## config.mk

```make
export PLATFORM = sky130hd
export DESIGN_NAME = pong_game_ctrl
export DESIGN_NICKNAME = d
export VERILOG_FILES = /design/src/rtl/pong_game_ctrl.sv
export SDC_FILE = /design/constraint.sdc
export NUM_CORES = 1
export LEC_CHECK = 0
export CAP_MARGIN = 20
export CORE_ASPECT_RATIO = 0.8
export CORE_MARGIN = 2
export CORE_UTILIZATION = 50
export DETAILED_ROUTE_END_ITERATION = 6
export HOLD_SLACK_MARGIN = 0.08
export PLACE_DENSITY_LB_ADDON = 0.12
export SLEW_MARGIN = 20
export SYNTH_ARGS = -nofsm -noshare
export SYNTH_HDL_FRONTEND = slang
export SYNTH_SLANG_ARGS = --single-unit
```

## constraint.sdc

```tcl
create_clock -name clk -period 5.2 [get_ports clk]
set_clock_uncertainty 0.15 [all_clocks]
set_input_delay 1.04 -clock clk [delete_from_list [all_inputs] [get_ports clk]]
set_output_delay 1.04 -clock clk [all_outputs]
set_load 0.1 [all_outputs]
```

## src/rtl/pong_game_ctrl.sv

```systemverilog
`default_nettype none
// ============================================================================
//  Module   : pong_game_ctrl
//  Purpose  : Pong game sequencer. Detects paddle and wall bounces, runs the
//             serve / play / point / game-over flow and keeps both scores.
//  Revision : 1.0 - initial release
// ============================================================================
module pong_game_ctrl #(
    parameter int PADDLE_H    = 100,
    parameter int PADDLE_W    = 10,
    parameter int BALL_SIZE   = 20,
    parameter int P1_X        = 30,
    parameter int P2_X        = 600,
    parameter int LEFT_MISS   = 25,
    parameter int RIGHT_MISS  = 610,
    parameter int TOP_Y       = 0,
    parameter int BOTTOM_Y    = 460,
    parameter int WIN_SCORE   = 9,
    parameter int SERVE_TICKS = 60
) (
    input  logic       clk,
    input  logic       reset,
    input  logic       tick,
    input  logic       start,
    input  logic [9:0] ball_x,
    input  logic [8:0] ball_y,
    input  logic [8:0] p1_y,
    input  logic [8:0] p2_y,
    output logic       ball_en,
    output logic       ball_restart,
    output logic       h_col,
    output logic       v_col,
    output logic [3:0] p1_score,
    output logic [3:0] p2_score,
    output logic       game_over,
    output logic       winner,
    output logic [2:0] state
);

    typedef enum logic [2:0] {
        S_IDLE  = 3'd0,
        S_SERVE = 3'd1,
        S_PLAY  = 3'd2,
        S_POINT = 3'd3,
        S_OVER  = 3'd4
    } state_t;

    // Geometry widened to 11 bits so that coordinate + size never wraps.
    localparam logic [10:0] c_P1_LEFT    = 11'(P1_X);
    localparam logic [10:0] c_P1_RIGHT   = 11'(P1_X + PADDLE_W);
    localparam logic [10:0] c_P2_LEFT    = 11'(P2_X);
    localparam logic [10:0] c_P2_RIGHT   = 11'(P2_X + PADDLE_W);
    localparam logic [10:0] c_BALL       = 11'(BALL_SIZE);
    localparam logic [10:0] c_PAD_H      = 11'(PADDLE_H);
    localparam logic [10:0] c_LEFT_MISS  = 11'(LEFT_MISS);
    localparam logic [10:0] c_RIGHT_MISS = 11'(RIGHT_MISS);
    localparam logic [10:0] c_TOP        = 11'(TOP_Y);
    localparam logic [10:0] c_BOTTOM     = 11'(BOTTOM_Y);
    localparam logic [3:0]  c_WIN        = 4'(WIN_SCORE);
    localparam int          c_CNT_W      = (SERVE_TICKS > 1) ? $clog2(SERVE_TICKS) : 1;
    localparam logic [c_CNT_W-1:0] c_SERVE_LAST = c_CNT_W'(SERVE_TICKS - 1);

    state_t               r_state,     w_state_next;
    logic                 r_start_q;
    logic                 r_dir_x,     w_dir_x_next;
    logic                 r_dir_y,     w_dir_y_next;
    logic [c_CNT_W-1:0]   r_serve_cnt, w_serve_cnt_next;
    logic [3:0]           r_p1_score,  w_p1_score_next;
    logic [3:0]           r_p2_score,  w_p2_score_next;
    logic                 r_winner,    w_winner_next;
    logic                 r_h_col,     w_h_col_next;
    logic                 r_v_col,     w_v_col_next;
    logic                 r_restart,   w_restart_next;

    logic [10:0] w_bx, w_by, w_p1y, w_p2y;
    logic        w_start_rise;
    logic        w_hit1, w_hit2, w_hit, w_wall;
    logic        w_miss_l, w_miss_r, w_miss_taken;

    assign w_bx  = {1'b0, ball_x};
    assign w_by  = {2'b0, ball_y};
    assign w_p1y = {2'b0, p1_y};
    assign w_p2y = {2'b0, p2_y};

    assign w_start_rise = start & ~r_start_q;

    // Direction qualifiers keep a lingering overlap from bouncing twice.
    assign w_hit1 = ~r_dir_x
                  & (w_bx <= c_P1_RIGHT) & (w_bx + c_BALL >= c_P1_LEFT)
                  & (w_by + c_BALL >= w_p1y) & (w_by <= w_p1y + c_PAD_H);
    assign w_hit2 = r_dir_x
                  & (w_bx + c_BALL >= c_P2_LEFT) & (w_bx <= c_P2_RIGHT)
                  & (w_by + c_BALL >= w_p2y) & (w_by <= w_p2y + c_PAD_H);
    assign w_hit  = w_hit1 | w_hit2;
    assign w_wall = (~r_dir_y & (w_by <= c_TOP)) | (r_dir_y & (w_by >= c_BOTTOM));

    assign w_miss_l     = (w_bx < c_LEFT_MISS);
    assign w_miss_r     = (w_bx > c_RIGHT_MISS);
    // A point ends PLAY, so a simultaneous wall pulse would land outside PLAY.
    assign w_miss_taken = ~w_hit & (w_miss_l | w_miss_r);

    // State and datapath registers, cleared asynchronously.
    always_ff @(posedge clk or negedge reset) begin
        if (!reset) begin
            r_state     <= S_IDLE;
            r_start_q   <= 1'b0;
            r_dir_x     <= 1'b1;
            r_dir_y     <= 1'b1;
            r_serve_cnt <= '0;
            r_p1_score  <= 4'd0;
            r_p2_score  <= 4'd0;
            r_winner    <= 1'b0;
            r_h_col     <= 1'b0;
            r_v_col     <= 1'b0;
            r_restart   <= 1'b0;
        end else begin
            r_state     <= w_state_next;
            r_start_q   <= start;
            r_dir_x     <= w_dir_x_next;
            r_dir_y     <= w_dir_y_next;
            r_serve_cnt <= w_serve_cnt_next;
            r_p1_score  <= w_p1_score_next;
            r_p2_score  <= w_p2_score_next;
            r_winner    <= w_winner_next;
            r_h_col     <= w_h_col_next;
            r_v_col     <= w_v_col_next;
            r_restart   <= w_restart_next;
        end
    end

    // Next-state, bounce and scoring decisions.
    always_comb begin
        w_state_next     = r_state;
        w_dir_x_next     = r_dir_x;
        w_dir_y_next     = r_dir_y;
        w_serve_cnt_next = r_serve_cnt;
        w_p1_score_next  = r_p1_score;
        w_p2_score_next  = r_p2_score;
        w_winner_next    = r_winner;
        w_h_col_next     = 1'b0;
        w_v_col_next     = 1'b0;
        w_restart_next   = 1'b0;

        case (r_state)
            S_IDLE: begin
                if (w_start_rise) begin
                    w_state_next   = S_SERVE;
                    w_restart_next = 1'b1;
                end
            end
            S_SERVE: begin
                if (tick) begin
                    if (r_serve_cnt == c_SERVE_LAST) begin
                        w_serve_cnt_next = '0;
                        w_state_next     = S_PLAY;
                    end else begin
                        w_serve_cnt_next = r_serve_cnt + c_CNT_W'(1);
                    end
                end
            end
            S_PLAY: begin
                if (tick) begin
                    if (w_hit) begin
                        w_h_col_next = 1'b1;
                        w_dir_x_next = ~r_dir_x;
                    end else if (w_miss_l) begin
                        if (r_p2_score != c_WIN) w_p2_score_next = r_p2_score + 4'd1;
                        w_dir_x_next = 1'b0;
                        w_state_next = S_POINT;
                    end else if (w_miss_r) begin
                        if (r_p1_score != c_WIN) w_p1_score_next = r_p1_score + 4'd1;
                        w_dir_x_next = 1'b1;
                        w_state_next = S_POINT;
                    end
                    if (w_wall) begin
                        w_dir_y_next = ~r_dir_y;
                        w_v_col_next = ~w_miss_taken;
                    end
                end
            end
            S_POINT: begin
                if ((r_p1_score == c_WIN) || (r_p2_score == c_WIN)) begin
                    w_winner_next = (r_p2_score == c_WIN);
                    w_state_next  = S_OVER;
                end else begin
                    w_restart_next = 1'b1;
                    w_dir_y_next   = 1'b1;
                    w_state_next   = S_SERVE;
                end
            end
            S_OVER: begin
                if (w_start_rise) begin
                    w_p1_score_next = 4'd0;
                    w_p2_score_next = 4'd0;
                    w_dir_x_next    = 1'b1;
                    w_dir_y_next    = 1'b1;
                    w_winner_next   = 1'b0;
                    w_restart_next  = 1'b1;
                    w_state_next    = S_SERVE;
                end
            end
            default: begin
                w_state_next = S_IDLE;
            end
        endcase
    end

    assign ball_en      = (r_state == S_PLAY);
    assign game_over    = (r_state == S_OVER);
    assign ball_restart = r_restart;
    assign h_col        = r_h_col;
    assign v_col        = r_v_col;
    assign p1_score     = r_p1_score;
    assign p2_score     = r_p2_score;
    assign winner       = r_winner;
    assign state        = r_state;

endmodule
`default_nettype wire

```

==> results of run 1 <==
## final timing paths
path | cells after the start | slack (ns) | endpoint
min in group asynchronous | 1 | 0.59 | r_serve_cnt[2]
min reg2reg | 1 | 0.37 | r_serve_cnt[4]
max reg2reg | 7 | 2.73 | p2_score[1]
max in group asynchronous | 1 | 3.94 | p2_score[0]
max | 11 | 0.96 | p2_score[1]
min | 1 | 0.37 | r_serve_cnt[4]
## metrics by stage
stage          total power, mW  instance area, sq um  utilization
2_1_floorplan           0.3836                  2833            -
3_3_place_gp            0.4643                  3463       0.6337
3_5_place_dp            0.4722                  3463       0.6337
4_1_cts                 0.6359                  3535       0.6467
5_1_grt                 0.6754                  3530       0.6458
6_report                0.6324                  3530       0.6458
## cell usage after synthesis, types with 2 or more instances
library cell                instances  area, sq um
sky130_fd_sc_hd__xnor2_1           15        131.4
sky130_fd_sc_hd__o211ai_1           4        30.03
sky130_fd_sc_hd__inv_1             29        108.9
sky130_fd_sc_hd__o21ai_0           16        80.08
sky130_fd_sc_hd__and3_1             4        25.02
sky130_fd_sc_hd__a21o_1            10        75.07
sky130_fd_sc_hd__a211o_1            2        17.52
sky130_fd_sc_hd__o21ai_1            7        35.03
sky130_fd_sc_hd__nor2_1            15        56.30
sky130_fd_sc_hd__nor3_1            11        55.05
sky130_fd_sc_hd__nand2b_1           9        56.30
sky130_fd_sc_hd__o2111ai_1          2        17.52
sky130_fd_sc_hd__nand3_1           15        75.07
sky130_fd_sc_hd__nor4_1             2        12.51
sky130_fd_sc_hd__or4_1              4        30.03
sky130_fd_sc_hd__o32ai_1            2        17.52
sky130_fd_sc_hd__a31oi_1            2        12.51
sky130_fd_sc_hd__o31ai_1            3        22.52
sky130_fd_sc_hd__nor2b_1            3        18.77
sky130_fd_sc_hd__o21a_1             5        37.54
sky130_fd_sc_hd__buf_2              6        30.03
sky130_fd_sc_hd__nand4_1            8        50.05
sky130_fd_sc_hd__ha_1              45        563.0
sky130_fd_sc_hd__a211oi_1           3        22.52
sky130_fd_sc_hd__or3_1              3        18.77
sky130_fd_sc_hd__o41ai_1            2        17.52
sky130_fd_sc_hd__dfstp_2            2        52.55
sky130_fd_sc_hd__o22ai_1            2        12.51
sky130_fd_sc_hd__clkbuf_1           2        7.510
sky130_fd_sc_hd__a31oi_2            2        25.02
sky130_fd_sc_hd__nand2_1           36        135.1
sky130_fd_sc_hd__mux2_2             2        22.52
sky130_fd_sc_hd__a21oi_1           26        130.1
sky130_fd_sc_hd__inv_2              2        7.510
sky130_fd_sc_hd__dfrtp_1           22        550.5
sky130_fd_sc_hd__nand3b_1           5        37.54
## report_power, final
group,internal (mW),switching [mW],total (mW)
clock network,0.103,0.0596,0.162
registers,0.207,0.0262,0.233
logic,0.108,0.128,0.237
## sequential cells by signal (all words and copies together), names as in the netlist
register,count
r_serve_cnt,6
p1_score,4
p2_score,4
state,3
ball_restart,1
h_col,1
r_dir_x,1
r_dir_y,1
r_start_q,1
v_col,1
winner,1
## layout make-up
| type | count | area [sq um] |
|---|---|---|
| Clock inverter | 1 | 30.03 |
| Inverter | 31 | 116.4 |
| Sequential cell | 24 | 603.1 |
| Multi-Input combinational cell | 287 | 2076 |
| Tap cell | 78 | 97.59 |
| Timing Repair Buffer | 57 | 565.5 |
| Fill cell | 509 | 1936 |
| Clock buffer | 3 | 41.29 |
## kinds of logic (layout without fill, tap and decap cells)
family                   after synthesis  in the layout
buffers and inverters                 39             92
flip-flops                            24             24
AND/OR/NAND/NOR                      122            122
XOR/XNOR                              16             16
multiplexers                           4              4
AO/OA/AOI/OAI                        100            100
adder cells (fa/ha/maj)               45             45
## layer usage
metal | wire length, microns | global-route usage | vias to the layer above
li1 | - | - | 1397
met1 | 3806 | 0.3501 | 1246
met2 | 2965 | 0.3569 | 65
met3 | 281 | 0.03341 | 8
met4 | 51 | 0.02525 | 0
met5 | 0 | 0 | -
## worst max-delay path, cell delays in order
cell and delay, ns:
sky130_fd_sc_hd__clkdlybuf4s50_1 0.60, sky130_fd_sc_hd__ha_1 0.28, sky130_fd_sc_hd__o2111ai_1 0.14, sky130_fd_sc_hd__xnor2_1 0.18
sky130_fd_sc_hd__ha_1 0.31, sky130_fd_sc_hd__nand3_1 0.08, sky130_fd_sc_hd__or4_4 0.52, sky130_fd_sc_hd__a2111oi_4 0.38
sky130_fd_sc_hd__a31oi_2 0.16, sky130_fd_sc_hd__nor2_1 0.21, sky130_fd_sc_hd__mux2_1 0.34
==> tab_implementation.tex, run 1 <==
\begin{tabular}{lr}
\hline
Metric & Value \\
\hline
\multicolumn{2}{l}{\textbf{Timing}} \\
\quad Number of failing setup endpoints in the final timing report & 0 \\
\quad Unrepaired setup endpoints after global routing & no \\
\quad Setup Total Neg Slack & 0 ns \\
\quad Number of max-slew violations in the final report & 0 \\
\quad Worst slack on hold paths & 0.3730 ns \\
\quad Worst Setup Slack, final & approximately 0.96 ns \\
\quad Final period demand of the worst path & between 4 and 5 ns \\
\quad Worst slew pin tran & 0.9950 ns \\
\quad Fmax & around 0.24 GHz \\
\quad Final hold violation count & 0 \\
\quad Headroom to the max-slew limit & 0.3346 \\
\quad Final clock period utilization by the worst path & 0.8147 \\
\multicolumn{2}{l}{\textbf{CTS}} \\
\quad Clock root cell & sky130\_fd\_sc\_hd\_\_clkbuf\_8 \\
\quad Clock-pin slew reported for the worst setup and hold paths after clock tree synthesis & 0.09 ns \\
\quad Post-cts gate resize count & 0 \\
\quad Number of buffers inserted for hold repair after clock tree synthesis & 0 \\
\quad Maximum clock path buffer count & 2 \\
\quad CTS tree & done \\
\quad Number of sinks on the clock net & 24 \\
\quad Clock latency at the later pin of the worst-skew pair & 0.27 ns \\
\quad H-Tree Depth & 1 \\
\quad Total CTS buffers & 3 \\
\quad Post-CTS repair timing setup buffer count & 0 \\
\multicolumn{2}{l}{\textbf{Setup path}} \\
\quad Origin of the critical flop-to-flop path & state[1] \\
\quad Setup crit start & ball\_y[3] \\
\quad Critical Path Fanout Max & 5 \\
\quad Critical path endpoint category & flop \\
\quad Startpoint kind of the worst setup timing path & primary input \\
\quad Required time of the worst setup path & around 5.2 ns \\
\quad Worst path arrival time & 4.24 ns \\
\quad Worst Setup Path Type & in2reg \\
\multicolumn{2}{l}{\textbf{Worst hold path}} \\
\quad Worst hold-check path type & reg2reg \\
\quad Startpoint of the worst hold path & r\_serve\_cnt[4] \\
\multicolumn{2}{l}{\textbf{Synth}} \\
\quad Number of library cell types mapped by synthesis & between 50 and 60 \\
\quad Share of the synthesized netlist area taken by xor and xnor gates & 0.04947 \\
\quad Dominant register cell in the synthesized netlist & sky130\_fd\_sc\_hd\_\_dfrtp\_1 \\
\quad Number of nets in the synthesized netlist & 436 \\
\quad Cell area after synthesis & 0.002833 sq mm \\
\quad \#FFs+latches synth & 24 \\
\quad Share of synthesized cell area in full adder, half adder and majority cells & 0.1988 \\
\quad Cells after Synth & between 300 and 400 \\
\quad Total of warnings raised by yosys & 0 \\
\quad Largest family of logic cells by synthesized area & compound AO/OA/AOI/OAI gates \\
\quad EDFF count, synth & 0 \\
\quad Share of cell area taken by muxes after synthesis & 0.01546 \\
\quad FFs w/ async S/R, synth & 1.000 \\
\quad Share of the synthesized area in compound gates (AO/OA/AOI/OAI) & 0.2425 \\
\quad Average instance area after synthesis & 8.093 sq um \\
\quad Post-synthesis sequential area ratio & 0.2129 \\
\quad Simple-gate portion of the synthesized area & 0.2266 \\
\multicolumn{2}{l}{\textbf{Status}} \\
\quad Violations in the final reports & DRC \\
\quad Result of the run & complete, but fails checks \\
\multicolumn{2}{l}{\textbf{Flow run}} \\
\quad Max-capacitance violation count & 0 \\
\multicolumn{2}{l}{\textbf{Finish}} \\
\quad P\&R area growth vs syn & 24.60\% \\
\quad Antenna Cells & 0 \\
\quad Ratio of cells with drive above 1 in the final layout & 0.04715 \\
\quad Highest-count cells in the layout ignoring fill and taps & 56 x sky130\_fd\_sc\_hd\_\_clkdlybuf4s50\_1, 45 x sky130\_fd\_sc\_hd\_\_ha\_1, 36 x sky130\_fd\_sc\_hd\_\_nand2\_1 \\
\quad Non-filler cells, final & 481 \\
\quad Net count reported at finish & 490 \\
\quad Most frequent standard cell in the layout excluding fill and tap cells & sky130\_fd\_sc\_hd\_\_clkdlybuf4s50\_1 \\
\multicolumn{2}{l}{\textbf{Routing}} \\
\quad Number of design-rule violations left by the first detailed-router iteration & 142 \\
\quad Total length of routed wires & 7.103 mm \\
\quad Number of nets with antenna violations after detailed routing & 0 \\
\quad Average via count per standard cell & around 5.6 \\
\quad DRC viols & 7 \\
\quad Average detailed-routed wire length per instance & 14.77 microns \\
\quad Via count & 2716 \\
\quad 1st-pass router iterations & 7 \\
\multicolumn{2}{l}{\textbf{Global route}} \\
\quad Global-route wire length before repair & 11.68 mm \\
\quad Antenna violations before repair & 0 \\
\quad Largest net degree at the start of global routing & 25 \\
\quad GRT overflow & 0 \\
\quad Number of global-route vias before repair & 2574 \\
\quad Total GRT Usage & 0.2295 \\
\multicolumn{2}{l}{\textbf{Floorplan}} \\
\quad Height of the die & 71.32 microns \\
\quad Standard-cell rows & 24 \\
\quad DIE WIDTH & 88.16 microns \\
\quad IO Pins & 58 \\
\quad Core Region & 0.005465 sq mm \\
\quad Starting utilization of the core area & 0.5183 \\
\quad Die area & 0.006287 sq mm \\
\multicolumn{2}{l}{\textbf{Pwr}} \\
\quad Worst IR Drop VDD & 152.7 uV \\
\quad Cell leakage power & 1.540 nW \\
\quad Power density relative to cell area & 179.2 mW/mm\^{}2 \\
\multicolumn{2}{l}{\textbf{Place}} \\
\quad RePlAce Congestion & 0.8410 \\
\quad Count of buffers inserted at the top-level ports & 57 \\
\quad Worst slack at placement & 0.6982 ns \\
\quad Half-perimeter wire length of the detailed placement result & 5.794 mm \\
\quad Dpl cells & 477 \\
\hline
\end{tabular}
No activity file was read; power rests on OpenSTA's default activity.
==> run 2, diff against run 1 <==
--- a/config.mk
+++ b/config.mk
@@ -8,7 +8,7 @@
 export CAP_MARGIN = 20
 export CORE_ASPECT_RATIO = 0.8
 export CORE_MARGIN = 2
-export CORE_UTILIZATION = 50
+export CORE_UTILIZATION = 48
 export DETAILED_ROUTE_END_ITERATION = 6
 export HOLD_SLACK_MARGIN = 0.08
 export PLACE_DENSITY_LB_ADDON = 0.12
==> constraint.sdc (replaced) <==
create_clock -name clk -period 3.8 [get_ports clk]
set_clock_uncertainty 0.15 [all_clocks]
set_input_delay 0.76 -clock clk [delete_from_list [all_inputs] [get_ports clk]]
set_output_delay 0.76 -clock clk [all_outputs]
set_load 0.1 [all_outputs]
==> tab_implementation.tex, run 2 (synthesized netlist as in run 1, its figures left out) <==
\begin{tabular}{lr}
\hline
Metric & Value \\
\hline
\multicolumn{2}{l}{\textbf{CTS}} \\
\quad Maximum clock path buffer count & 2 (unchanged) \\
\quad Number of sinks on the clock net & 24 (unchanged) \\
\quad Number of buffers inserted for hold repair after clock tree synthesis & 0 (unchanged) \\
\quad Total CTS buffers & 3 (unchanged) \\
\quad Clock root cell & sky130\_fd\_sc\_hd\_\_clkbuf\_8 \\
\quad Clock-pin slew reported for the worst setup and hold paths after clock tree synthesis & 0.09 ns (about the same) \\
\quad H-Tree Depth & 1 (unchanged) \\
\quad CTS tree & done \\
\quad Clock latency at the later pin of the worst-skew pair & 0.28 ns (about the same) \\
\multicolumn{2}{l}{\textbf{Routing}} \\
\quad Average via count per standard cell & 5.546 (-1.8\%) \\
\quad DRC viols & 0 (-7) \\
\quad Number of design-rule violations left by the first detailed-router iteration & 110 (-23\%) \\
\quad Via count & 2845 (+4.7\%) \\
\quad Average detailed-routed wire length per instance & 14.42 microns (-2.4\%) \\
\quad 1st-pass router iterations & 4 (-3) \\
\quad Total length of routed wires & 7.396 mm (+4.1\%) \\
\quad Number of nets with antenna violations after detailed routing & 0 (unchanged) \\
\multicolumn{2}{l}{\textbf{Setup path}} \\
\quad Critical path endpoint category & flop \\
\quad Depth of the critical timing path with buffers and inverters included & 11 (unchanged) \\
\quad Required time of the worst setup path & 3.82 ns (-1.38 ns) \\
\quad Cell type group with the largest total delay on the critical path & compound AO/OA/AOI/OAI gates \\
\quad Crit path max-delay cell type & sky130\_fd\_sc\_hd\_\_clkdlybuf4s50\_1 \\
\quad Critical Path Fanout Max & 4 (-1) \\
\quad Worst path cell trace & clkdlybuf4s50\_1 -> ha\_4 -> o2111ai\_1 -> xnor2\_1 -> ha\_1 -> nand3\_1 -> or4\_4 -> a2111oi\_4 -> and3\_4 -> a31oi\_2 -> a311o\_1 \\
\quad Worst Setup Path Type & in2reg \\
\quad Combined buffer and inverter count along the critical path & 1 (unchanged) \\
\quad Startpoint kind of the worst setup timing path & primary input \\
\quad FF-to-FF path depth & 6 (-1) \\
\quad Worst path arrival time & 3.69 ns (-0.55 ns) \\
\quad Worst reg2reg setup slack & 1.38 ns (-1.35 ns) \\
\quad Delay of the slowest critical-path stage & 0.55 ns (-0.05 ns) \\
\multicolumn{2}{l}{\textbf{Floorplan}} \\
\quad Height of the die & 72.71 microns (+1.9\%) \\
\quad Die area & 0.006536 sq mm (+4.0\%) \\
\quad DIE WIDTH & 89.89 microns (+2.0\%) \\
\quad Core Region & 0.005585 sq mm (+2.2\%) \\
\quad Starting utilization of the core area & 0.5072 (-0.01115) \\
\quad IO Pins & 58 (unchanged) \\
\quad Standard-cell rows & 24 (unchanged) \\
\multicolumn{2}{l}{\textbf{Timing}} \\
\quad Final clock period utilization by the worst path & 0.9660 \\
\quad Worst slew pin tran & 0.9706 ns (-0.02434 ns) \\
\quad Final hold violation count & 0 (unchanged) \\
\quad Headroom to the max-slew limit & 0.3509 (+0.01627) \\
\quad Number of max-slew violations in the final report & 0 (unchanged) \\
\quad Number of failing setup endpoints in the final timing report & 0 (unchanged) \\
\quad Unrepaired setup endpoints after global routing & no \\
\quad Worst Setup Slack, final & 0.1292 ns (-0.8345 ns) \\
\quad Final period demand of the worst path & around 3.7 ns \\
\quad Fmax & 0.2724 GHz \\
\multicolumn{2}{l}{\textbf{Pwr}} \\
\quad Cell leakage power & 1.710 nW (+11\%) \\
\quad Worst IR Drop VDD & 129.3 uV (-15\%) \\
\quad Power density relative to cell area & 237.1 mW/mm\^{}2 (+32\%) \\
\quad Total power & 0.8952 mW (+42\%) \\
\multicolumn{2}{l}{\textbf{Finish}} \\
\quad Non-filler cells, final & 513 (+6.7\%) \\
\quad Antenna Cells & 0 (unchanged) \\
\quad Max FFs per register & 6 (unchanged) \\
\quad Most frequent standard cell in the layout excluding fill and tap cells & sky130\_fd\_sc\_hd\_\_clkdlybuf4s50\_1 \\
\quad Net count reported at finish & 522 (+6.5\%) \\
\quad Ratio of cells with drive above 1 in the final layout & 0.1287 (+0.08159) \\
\quad P\&R area growth vs syn & 33.26\% \\
\quad Highest-count cells in the layout ignoring fill and taps & 51 x sky130\_fd\_sc\_hd\_\_clkdlybuf4s50\_1, 44 x sky130\_fd\_sc\_hd\_\_ha\_1, 36 x sky130\_fd\_sc\_hd\_\_nand2\_1, 36 x sky130\_fd\_sc\_hd\_\_buf\_4, 29 x sky130\_fd\_sc\_hd\_\_inv\_1 \\
\quad Largest Register & r\_serve\_cnt \\
\quad Final design instance area without fill & 0.003775 sq mm (+6.9\%) \\
\multicolumn{2}{l}{\textbf{Place}} \\
\quad Worst slack at placement & -0.2387 ns (-0.9369 ns) \\
\quad Count of buffers inserted at the top-level ports & 57 (unchanged) \\
\quad Dpl cells & 509 (+6.7\%) \\
\quad RePlAce Congestion & 0.8688 (+3.3\%) \\
\quad Half-perimeter wire length of the detailed placement result & 6.122 mm (+5.7\%) \\
\quad Cell area after placement & 0.003694 sq mm (+6.6\%) \\
\multicolumn{2}{l}{\textbf{Global route}} \\
\quad Largest net degree at the start of global routing & 25 (unchanged) \\
\quad Number of global-route vias before repair & 2677 (+4.0\%) \\
\quad Global-route wire length before repair & 12.49 mm (+6.9\%) \\
\quad Total GRT Usage & 0.2318 (+0.002339) \\
\quad GRT overflow & 0 (unchanged) \\
\quad Antenna violations before repair & 0 (unchanged) \\
\multicolumn{2}{l}{\textbf{Flow run}} \\
\quad Max-capacitance violation count & 0 (unchanged) \\
\multicolumn{2}{l}{\textbf{Worst hold path}} \\
\quad Worst hold-check path type & in2async \\
\multicolumn{2}{l}{\textbf{Status}} \\
\quad Result of the run & finished clean \\
\hline
\end{tabular}
run 2: path summary, 6_finish.rpt:
path                                      from        endpoint
max in group asynchronous                reset         r_dir_x
worst min register to register  r_serve_cnt[4]  r_serve_cnt[4]
worst min-delay path                     reset  r_serve_cnt[2]
min in group clk                r_serve_cnt[4]  r_serve_cnt[4]
worst max-delay path                 ball_y[2]        state[0]
worst max register to register        state[0]     p2_score[1]
run 2: worst register-to-register path, cell delays in order (launching register included):
cell,delay (ns)
sky130_fd_sc_hd__dfrtp_1,0.53
sky130_fd_sc_hd__or3_1,0.57
sky130_fd_sc_hd__o21ai_1,0.29
sky130_fd_sc_hd__nand4_1,0.17
sky130_fd_sc_hd__a31oi_2,0.20
sky130_fd_sc_hd__nor2_1,0.08
sky130_fd_sc_hd__mux2_1,0.31
run 2: where the power goes:
part           switching (mW)  internal [mW]  leakage [nW]
clock                  0.0848          0.141        0.0357
sequential             0.0345          0.283         0.302
combinational           0.179          0.172          1.37
run 2: layout make-up:
class / count / area (sq um)
clock buffers: 3 / 41.29
clock inverters: 1 / 30.03
fillers: 513 / 1810
inverters: 31 / 116.4
multi-input cells: 287 / 2088
flip-flops and latches: 24 / 603.1
well taps: 78 / 97.59
repair buffers: 89 / 798.3
run 2: what timing repair did:
action / CTS / global route
setup endpoints to repair: 0 / 6
gates resized for setup: 0 / 3
setup buffers: 0 / 0
run 2: through the flow:
| step | utilization | setup TNS [ns] | hold slack, ns |
|---|---|---|---|
| after floorplan | - | 0 | 0.3144 |
| after global placement | 0.6613 | -0.8945 | 0.3492 |
| after detailed placement | 0.6613 | -1.226 | 0.3605 |
| after CTS | 0.6741 | 0 | 0.3704 |
| after global routing | 0.6759 | 0 | 0.3423 |
| final | 0.6759 | 0 | 0.3014 |
run 2: layer usage:
| metal | vias to the layer above | wire length (microns) | track usage |
|---|---|---|---|
| met1 | 1325 | 3780 | 0.3415 |
| met4 | 0 | 27 | 0.01709 |
| li1 | 1466 | - | - |
| met3 | 5 | 239 | 0.03719 |
| met2 | 49 | 3349 | 0.3788 |
| met5 | - | 0 | 0 |
